==> src/rtl/next_pc_unit_pkg.sv <==
// Shared branch resolution constants and the 2-bit saturating counter step.
package branch_pkg;

    localparam logic [2:0] NONE = 3'd0;
    localparam logic [2:0] ZER  = 3'd1;
    localparam logic [2:0] NZR  = 3'd2;
    localparam logic [2:0] DAT  = 3'd3;
    localparam logic [2:0] NDT  = 3'd4;
    localparam logic [2:0] JMP  = 3'd5;
    localparam logic [2:0] JLR  = 3'd6;

    localparam logic [1:0] CTR_SNT = 2'd0;
    localparam logic [1:0] CTR_WNT = 2'd1;
    localparam logic [1:0] CTR_WT  = 2'd2;
    localparam logic [1:0] CTR_ST  = 2'd3;

    function automatic logic [1:0] ctr_next(input logic [1:0] ctr, input logic taken);
        if (taken) return (ctr == CTR_ST)  ? CTR_ST  : ctr + 2'd1;
        else       return (ctr == CTR_SNT) ? CTR_SNT : ctr - 2'd1;
    endfunction

endpackage

==> src/rtl/next_pc_unit_if.sv <==
// Fetch/resolution bus of the next-PC unit; slave = next_pc_unit, master = its driver.
interface next_pc_unit_if #(parameter int XLEN = 32);

    logic            stall;
    logic [XLEN-1:0] pc;
    logic            pred_taken;
    logic            res_valid;
    logic [2:0]      res_opcode;
    logic [XLEN-1:0] res_pc;
    logic [XLEN-1:0] res_followed;
    logic [XLEN-1:0] imm;
    logic [XLEN-1:0] d;
    logic [XLEN-1:0] rs1;
    logic            z;
    logic            flush;
    logic [XLEN-1:0] redirect_pc;

    modport slave (
        input  stall, res_valid, res_opcode, res_pc, res_followed, imm, d, rs1, z,
        output pc, pred_taken, flush, redirect_pc
    );

    modport master (
        output stall, res_valid, res_opcode, res_pc, res_followed, imm, d, rs1, z,
        input  pc, pred_taken, flush, redirect_pc
    );

endinterface

==> src/rtl/next_pc_unit_branch_predictor.sv <==
// Direct-mapped predictor: 2-bit counters, targets and valid bits.
// Combinational read for fetch, synchronous update from resolution.
module branch_predictor
    import branch_pkg::*;
#(
    parameter int XLEN    = 32,
    parameter int ENTRIES = 16
) (
    input  logic                       i_clk,
    input  logic                       i_rst_n,
    input  logic [$clog2(ENTRIES)-1:0] i_rd_idx,
    output logic                       o_taken,
    output logic [XLEN-1:0]            o_target,
    input  logic                       i_wr_en,
    input  logic [$clog2(ENTRIES)-1:0] i_wr_idx,
    input  logic                       i_wr_taken,
    input  logic [XLEN-1:0]            i_wr_target
);

    logic [1:0]         r_ctr [ENTRIES];
    logic [XLEN-1:0]    r_tgt [ENTRIES];
    logic [ENTRIES-1:0] r_vld;

    // Read returns the pre-update entry when read and write hit the same index.
    assign o_taken  = r_vld[i_rd_idx] && r_ctr[i_rd_idx][1];
    assign o_target = r_tgt[i_rd_idx];

    always_ff @(posedge i_clk or negedge i_rst_n) begin
        if (!i_rst_n) begin
            for (int i = 0; i < ENTRIES; i++) begin
                r_ctr[i] <= CTR_WNT;
                r_tgt[i] <= '0;
            end
            r_vld <= '0;
        end else if (i_wr_en) begin
            r_ctr[i_wr_idx] <= ctr_next(r_ctr[i_wr_idx], i_wr_taken);
            if (i_wr_taken) begin
                r_tgt[i_wr_idx] <= i_wr_target;
                r_vld[i_wr_idx] <= 1'b1;
            end
        end
    end

endmodule

==> src/rtl/next_pc_unit.sv <==
// Fetch PC register with branch resolution and one-cycle mispredict redirect.
// Predictor tables are built only when BRANCH_PREDICT_EN is defined.
module next_pc_unit
    import branch_pkg::*;
#(
    parameter int              XLEN         = 32,
    parameter logic [XLEN-1:0] RESET_VECTOR = '0,
    parameter int              BHT_ENTRIES  = 16
) (
    input  logic           i_clk,
    input  logic           i_rst_n,
    next_pc_unit_if.slave  bus
);

    localparam logic [XLEN-1:0] PC_STEP  = XLEN'(4);
    localparam logic [XLEN-1:0] JLR_MASK = {{(XLEN-1){1'b1}}, 1'b0};

    logic [XLEN-1:0] r_pc;
    logic            r_flush;
    logic [XLEN-1:0] r_redirect;

    logic            w_taken;
    logic [XLEN-1:0] w_br_target;
    logic [XLEN-1:0] w_jlr_target;
    logic [XLEN-1:0] w_target;
    logic [XLEN-1:0] w_seq;
    logic [XLEN-1:0] w_actual;
    logic            w_mispredict;
    logic            w_pred;
    logic [XLEN-1:0] w_fetch_next;

    assign w_br_target  = bus.res_pc + bus.imm;
    assign w_jlr_target = (bus.rs1 + bus.imm) & JLR_MASK;
    assign w_seq        = bus.res_pc + PC_STEP;

    always_comb begin
        w_taken = 1'b0;
        case (bus.res_opcode)
            ZER:      w_taken = bus.z;
            NZR:      w_taken = !bus.z;
            DAT:      w_taken = |bus.d;
            NDT:      w_taken = ~|bus.d;
            JMP, JLR: w_taken = 1'b1;
            default:  w_taken = 1'b0;
        endcase
    end

    assign w_target     = (bus.res_opcode == JLR) ? w_jlr_target : w_br_target;
    assign w_actual     = w_taken ? w_target : w_seq;
    // NONE is checked too so an aliased taken prediction on a non-branch is caught.
    assign w_mispredict = bus.res_valid && (w_actual != bus.res_followed);

`ifdef BRANCH_PREDICT_EN
    localparam int IDXW = $clog2(BHT_ENTRIES);

    logic [XLEN-1:0] w_pred_target;
    logic            w_update;

    assign w_update = bus.res_valid && (bus.res_opcode inside {[ZER:JLR]});

    branch_predictor #(
        .XLEN    (XLEN),
        .ENTRIES (BHT_ENTRIES)
    ) u_bp (
        .i_clk       (i_clk),
        .i_rst_n     (i_rst_n),
        .i_rd_idx    (r_pc[IDXW+1:2]),
        .o_taken     (w_pred),
        .o_target    (w_pred_target),
        .i_wr_en     (w_update),
        .i_wr_idx    (bus.res_pc[IDXW+1:2]),
        .i_wr_taken  (w_taken),
        .i_wr_target (w_target)
    );

    assign w_fetch_next = w_pred ? w_pred_target : r_pc + PC_STEP;
`else
    assign w_pred       = 1'b0;
    assign w_fetch_next = r_pc + PC_STEP;
`endif

    // Redirect wins over STALL: the stalled fetch is on the wrong path anyway.
    always_ff @(posedge i_clk or negedge i_rst_n) begin
        if (!i_rst_n) begin
            r_pc       <= RESET_VECTOR;
            r_flush    <= 1'b0;
            r_redirect <= '0;
        end else begin
            r_flush <= w_mispredict;
            if (w_mispredict) begin
                r_pc       <= w_actual;
                r_redirect <= w_actual;
            end else if (!bus.stall) begin
                r_pc <= w_fetch_next;
            end
        end
    end

    assign bus.pc          = r_pc;
    assign bus.pred_taken  = w_pred;
    assign bus.flush       = r_flush;
    assign bus.redirect_pc = r_redirect;

endmodule
==> src/flat_wrapper.sv <==
// flat-port wrapper written by rule: the top's interface ports become plain ports
module next_pc_unit_flat import branch_pkg::*;
#(
    parameter int              XLEN         = 32,
    parameter logic [XLEN-1:0] RESET_VECTOR = '0,
    parameter int              BHT_ENTRIES  = 16
)
  (i_clk, i_rst_n, bus_stall, bus_res_valid, bus_res_opcode, bus_res_pc, bus_res_followed, bus_imm, bus_d, bus_rs1, bus_z, bus_pc, bus_pred_taken, bus_flush, bus_redirect_pc);
  next_pc_unit_if #(.XLEN(XLEN)) bus_i ();
  input  logic i_clk;
  input  logic i_rst_n;
  input wire logic [$bits(bus_i.stall)-1:0] bus_stall;
  input wire logic [$bits(bus_i.res_valid)-1:0] bus_res_valid;
  input wire logic [$bits(bus_i.res_opcode)-1:0] bus_res_opcode;
  input wire logic [$bits(bus_i.res_pc)-1:0] bus_res_pc;
  input wire logic [$bits(bus_i.res_followed)-1:0] bus_res_followed;
  input wire logic [$bits(bus_i.imm)-1:0] bus_imm;
  input wire logic [$bits(bus_i.d)-1:0] bus_d;
  input wire logic [$bits(bus_i.rs1)-1:0] bus_rs1;
  input wire logic [$bits(bus_i.z)-1:0] bus_z;
  output wire logic [$bits(bus_i.pc)-1:0] bus_pc;
  output wire logic [$bits(bus_i.pred_taken)-1:0] bus_pred_taken;
  output wire logic [$bits(bus_i.flush)-1:0] bus_flush;
  output wire logic [$bits(bus_i.redirect_pc)-1:0] bus_redirect_pc;
  assign bus_i.stall = bus_stall;
  assign bus_i.res_valid = bus_res_valid;
  assign bus_i.res_opcode = bus_res_opcode;
  assign bus_i.res_pc = bus_res_pc;
  assign bus_i.res_followed = bus_res_followed;
  assign bus_i.imm = bus_imm;
  assign bus_i.d = bus_d;
  assign bus_i.rs1 = bus_rs1;
  assign bus_i.z = bus_z;
  assign bus_pc = bus_i.pc;
  assign bus_pred_taken = bus_i.pred_taken;
  assign bus_flush = bus_i.flush;
  assign bus_redirect_pc = bus_i.redirect_pc;
  next_pc_unit #(.XLEN(XLEN), .RESET_VECTOR(RESET_VECTOR), .BHT_ENTRIES(BHT_ENTRIES)) u_core (.i_clk(i_clk), .i_rst_n(i_rst_n), .bus(bus_i));
endmodule
==> config.mk <==
export PLATFORM = sky130hd
export DESIGN_NAME = next_pc_unit_flat
export DESIGN_NICKNAME = d
export VERILOG_FILES = /design/src/rtl/next_pc_unit_pkg.sv /design/src/rtl/next_pc_unit_if.sv /design/src/rtl/next_pc_unit_branch_predictor.sv /design/src/rtl/next_pc_unit.sv /design/src/flat_wrapper.sv
export SDC_FILE = /design/constraint.sdc
export NUM_CORES = 1
export LEC_CHECK = 0
export CELL_PAD_IN_SITES_DETAIL_PLACEMENT = 1
export CELL_PAD_IN_SITES_GLOBAL_PLACEMENT = 1
export CORE_MARGIN = 2
export CORE_UTILIZATION = 34
export CTS_BUF_LIST = sky130_fd_sc_hd__clkbuf_4 sky130_fd_sc_hd__clkbuf_8 sky130_fd_sc_hd__clkbuf_16
export CTS_CLUSTER_SIZE = 10
export DETAILED_ROUTE_END_ITERATION = 10
export DONT_BUFFER_PORTS = 1
export HOLD_SLACK_MARGIN = 0.1
export PLACE_DENSITY = 0.7
export SLEW_MARGIN = 20
export SYNTH_ARGS = -nofsm -noshare
export SYNTH_HDL_FRONTEND = slang
export SYNTH_SLANG_ARGS = --single-unit
==> constraint.sdc <==
create_clock -name i_clk -period 2.6 [get_ports i_clk]
set_input_delay 0.13 -clock i_clk [delete_from_list [all_inputs] [get_ports i_clk]]
set_output_delay 0.13 -clock i_clk [all_outputs]
set_load 0.05 [all_outputs]
Word level (Yosys, flattened, before mapping)
Cells that the tools add are included. Widths: inputs -> output; s select.

Bits of input ports: 168. Bits in registers: 65.

Add/subtract/negate cells: 4. Reduce and logical (&&, ||, !) cells: 5. Mux-type cells: 5. Equality and inequality tests: 8.

Operator list (number): $mux 32 (4); $add 32x3->32 const B (2); $add 32x32->32 (2); $ne 32x32->1 (1); $reduce_or 32->1 (1); $eq 3x3->1 const B (3); $eq 3x2->1 const B (2); $pmux 1 s5 (1); $eq 3x1->1 const B (1); $logic_not 1->1 (2); $ne 2x1->1 const B (1); $reduce_or 2->1 (1); $logic_and 1x1->1 (1).

Depth between registers and ports, before layout
Depth after elaboration: 7. Depth in mapped cells: 16. Gate-level depth less buffers: 14.

Worst setup path before layout
No wires, ideal clock.

Kind: input port to flip-flop. Start: input bus_imm[0]. End: register u_core.r_pc[0] (netlist: u_core.bus.pc[0]). Data required time: 2.475 ns. Stages on the path: 16. Buffers on the path: 2. Path slack: -1.338 ns. Data arrival time: 3.813 ns. Cell sequence: ha_1 -> fa_1 -> a211oi_1 -> or3_4 -> a21oi_4 -> nand3_2 -> mux2_4 -> or4_4 -> xnor2_2 -> nand3_1 -> a221oi_2 -> nand4_2 -> o41a_1 -> buf_6 -> buf_6 -> mux2_4.

Cells in the longest elaborated chain, start to end: 6.

Ends and longest elaborated chain: start, declared (RTL line flat_wrapper.sv:17) `input wire logic [$bits(bus_i.imm)-1:0] bus_imm;`; $add 32x32->32, on equally long branches (RTL line next_pc_unit.sv:32, next_pc_unit.sv:33); $mux 32 (*) (RTL line next_pc_unit.sv:48) `assign w_target = (bus.res_opcode == JLR) ? w_jlr_target : w_br_target;`; $mux 32 (*) (RTL line next_pc_unit.sv:49) `assign w_actual = w_taken ? w_target : w_seq;`; $ne 32x32->1 (RTL line next_pc_unit.sv:51) `assign w_mispredict = bus.res_valid && (w_actual != bus.res_followed);`; $logic_and 1x1->1 (RTL line next_pc_unit.sv:51); $ne 2x1->1 (no line) / $mux 32 (equally long branches); end signal, assigned (RTL line next_pc_unit.sv:91) `r_pc <= w_actual;`; end signal, assigned (RTL line next_pc_unit.sv:94) `r_pc <= w_fetch_next;`; end, declared (RTL line next_pc_unit.sv:18) `logic [XLEN-1:0] r_pc;`.

Mark *: on every way between the ends. The rest lies on a longest branch, timed or not. A chain may end at the register's enable or synchronous reset.

Final worst setup path
Start: input bus_rs1[4]. End: register u_core.r_pc[13] (netlist: u_core.bus.pc[13]).

Cells in the longest elaborated chain, start to end: 6.

Ends and longest elaborated chain: start, declared (RTL line flat_wrapper.sv:19) `input wire logic [$bits(bus_i.rs1)-1:0] bus_rs1;`; $add 32x32->32 (*) (RTL line next_pc_unit.sv:33) `assign w_jlr_target = (bus.rs1 + bus.imm) & JLR_MASK;`; $mux 32 (*) (RTL line next_pc_unit.sv:48); $mux 32 (*) (RTL line next_pc_unit.sv:49); $ne 32x32->1 (RTL line next_pc_unit.sv:51); $logic_and 1x1->1 (RTL line next_pc_unit.sv:51); $ne 2x1->1 (no line) / $mux 32 (equally long branches).

Marked as above.

==> results.yml <==
yosys:
  synth_nets: 1337
  synth_ff_type: "dfrtp_1"
  synth_common_cells: "nand2_1, a21oi_1, xnor2_1, dfrtp_1, nor2_1"
  yosys-top-cells-area: "dfrtp_1, ha_1, xnor2_1"
  synth_top_area_share_pct: 18.3
  yosys.area.top_type: "dfrtp_1"
  ys_warn_count: 0
  synth-edff-count: 0
  netlist_area_um2: 8890
  async_flop_share_pct: 100
  ys_ff_latch: 65
  syn_avg_cell_area_um2: 8.05
  yosysSeqAreaShare_pct: 18.3
  synthCells: 1104
  synth.distinct_cells: 91
  yosysMostFrequentCell: "nand2_1"
grt:
  grt_usage_pct: 26.5
  grt_pass1_vias: 10800
  grt_max_degree: 66
  grt_antenna_before_repair: 1
  grt_overflow: 0
  grt_pass1_wl_um: 58700
worst_setup_path:
  worstPathRequired_ps: 2820
  cp_max_fo: 6
  cp-start-kind: "primary input"
  endpoint_kind: "flip-flop"
  r2r_cells: 10
  cp_data_arrival_time_ps: 4050
  criticalPathCategory: "primary input to flip-flop"
pwr:
  vdd_drop_max_uv: 751
  p_per_area_nw_per_um2: 530
  p_total_uw: 6790
  leakage_uw: 0.00576
place:
  gp_congestion: 0.937
  io_buffers: 0
  post-dp-hpwl_um: 31100
  dp_cells: 1724
clock_tree:
  insertion_delay_ps: 340
  clockBufferDepth: 2
  cts_buffers: 9
  clkTransAtPathRegs_ps: 60
  clkSinkCount: 65
  htreeDepth: 3
  cts_tree: "done"
  cts_root_buf: "clkbuf_16"
sta:
  hold_viol: 0
  rsz0062_at_grt: "true"
  slew_viol_final: 0
  fin_ws_ps: -1230
  period_minus_slack_ps: 3830
  relSlewSlack_pct: 59.7
  fmax_mhz: 261
  setup_viol: 65
  clock_skew_ps: 7.73
  worst_pin_slew_ps: 604
  period_share_pct: 147
route:
  drc: 0
  routed_wl_um: 38100
  dr.pass1.iters: 4
  vias: 9948
  drt_iter0_drc: 428
  final_antenna_net_count: 0
  via_per_inst: 5.61
  routedWlPerCell_um: 21.5
worst_hold_path:
  hold_depth: 4
  hp-class: "primary input to flip-flop"
final_layout:
  n_antenna_cell: 0
  layout-drive-gt1-share_pct: 34.9
  area_growth_pct: 44.2
  finalNonFillerCells: 1772
  nNetsFinal: 1665
floorplanning:
  io_pins: 234
  die_height_um: 166
  start_util_pct: 34.4
  dieWidth_um: 166
  dieArea_um2: 27500
  core_area_um2: 25800
  rows: 59
outcome:
  outcome: "finished, violations left"
  failed_checks: "negative setup slack"
job:
  cap_violations: 0
metal layers:
layer	vias to the layer above	routed length [um]	GRT usage, %	share of wire (%)
met5	-	7	0	0.018
met4	2	1130	7.75	3.0
met3	69	2380	6.07	6.2
met2	263	18400	45.4	48
met1	4848	16200	33.2	42
li1	4766	-	-	-
logic make-up (layout without fill, tap and decap cells):
logic type | after synthesis | count (layout) | synth area share (%)
AOI/OAI and AO/OA | 298 | 298 | 22.5
xor gates and xnor gates | 128 | 128 | 13.0
adders and majority gates | 65 | 65 | 9.32
buffers and inverters | 84 | 417 | 4.12
DFF | 65 | 65 | 18.3
muxes | 81 | 81 | 10.8
other | 1 | 1 | 0.0422
and+or+nand+nor | 382 | 382 | 22.0
report_power, final:
| part | leakage [uW] | switching (uW) | total, uW | internal, uW |
|---|---|---|---|---|
| sequential | 0.000749 | 685 | 1930 | 1240 |
| clock | 0.000146 | 470 | 1220 | 749 |
| combinational | 0.00486 | 1970 | 3650 | 1670 |
| total | 0.00576 | 3130 | 6790 | 3660 |
critical path, stage by stage:
cell and delay, ps:
ha_4 230, a21o_1 220, a211o_1 380, o211ai_1 260, o211ai_1 170, a311oi_2 220, buf_4 190, mux2i_4 260
o221ai_2 130, a2111oi_2 350, and4bb_2 340, nand4_4 110, o41a_4 430, buf_12 160, clkbuf_16 160, mux2_4 300
what timing repair did:
item	CTS	global route
setup buffers	8	10
gates cloned	3	4
endpoints found under the hold margin	70	0
hold buffers	7	0
gates resized for setup	33	43
setup endpoints to repair	65	65
pin swaps	10	2
area by class of cell:
cell class	count	area, um^2
Clock buffer	9	225
Clock inverter	7	77.6
Fill cell	3119	13000
Inverter	32	120
Multi-Input combinational cell	955	7330
Sequential cell	65	1630
Tap cell	335	419
Timing Repair Buffer	369	3020
final timing paths:
kind / startpoint / endpoint / slack [ps]
min in group asynchronous: i_rst_n / u_core.bus.pc[2] / 340
worst max register to register: u_core.bus.pc[2] / u_core.bus.pc[29] / 130
worst max-delay path: bus_rs1[4] / u_core.bus.pc[13] / -1230
worst min register to register: u_core.bus.pc[3] / u_core.bus.pc[3] / 640
max in group asynchronous: i_rst_n / u_core.bus.pc[16] / 1980
worst min-delay path: bus_res_valid / u_core.bus.redirect_pc[27] / 160
placed cells by master (no fill, tap or decap), types with 7 or more instances in the layout:
master / count
nor3_1: 16
and2_1: 11
mux2_4: 28
nand4_1: 34
a211oi_1: 9
nor2_1: 62
a211o_1: 7
a21oi_2: 10
or3_1: 9
nand2_1: 119
nand3_1: 38
buf_4: 344
a21o_1: 11
xnor2_1: 67
nand2b_1: 8
xor2_1: 57
ha_1: 54
o31ai_1: 10
a21oi_1: 87
o211ai_1: 13
clkbuf_16: 12
inv_1: 32
o21ai_0: 52
nor4_1: 11
and3_1: 22
dfrtp_1: 65
mux2i_1: 43
sequential cells by signal, indices dropped and copies added (netlist names):
| name | flops |
|---|---|
| u_core.bus.pc | 32 |
| u_core.bus.flush | 1 |
| u_core.bus.redirect_pc | 32 |
per-stage QoR:
stage / setup WS (ps) / setup TNS (ps) / utilization [%] / instance area [um^2] / hold slack (ps)
after floorplan: -1130 / -68670 / - / 8970 / -166
after global placement: -1920 / -120530 / 45.4 / 11700 / -164
after detailed placement: -2020 / -126260 / 45.4 / 11700 / -164
after CTS: -1220 / -71160 / 48.1 / 12400 / 147
after global routing: -1340 / -83250 / 49.6 / 12800 / 183
final: -1230 / -75760 / 49.6 / 12800 / 162
(Power assumes the default switching activity.)
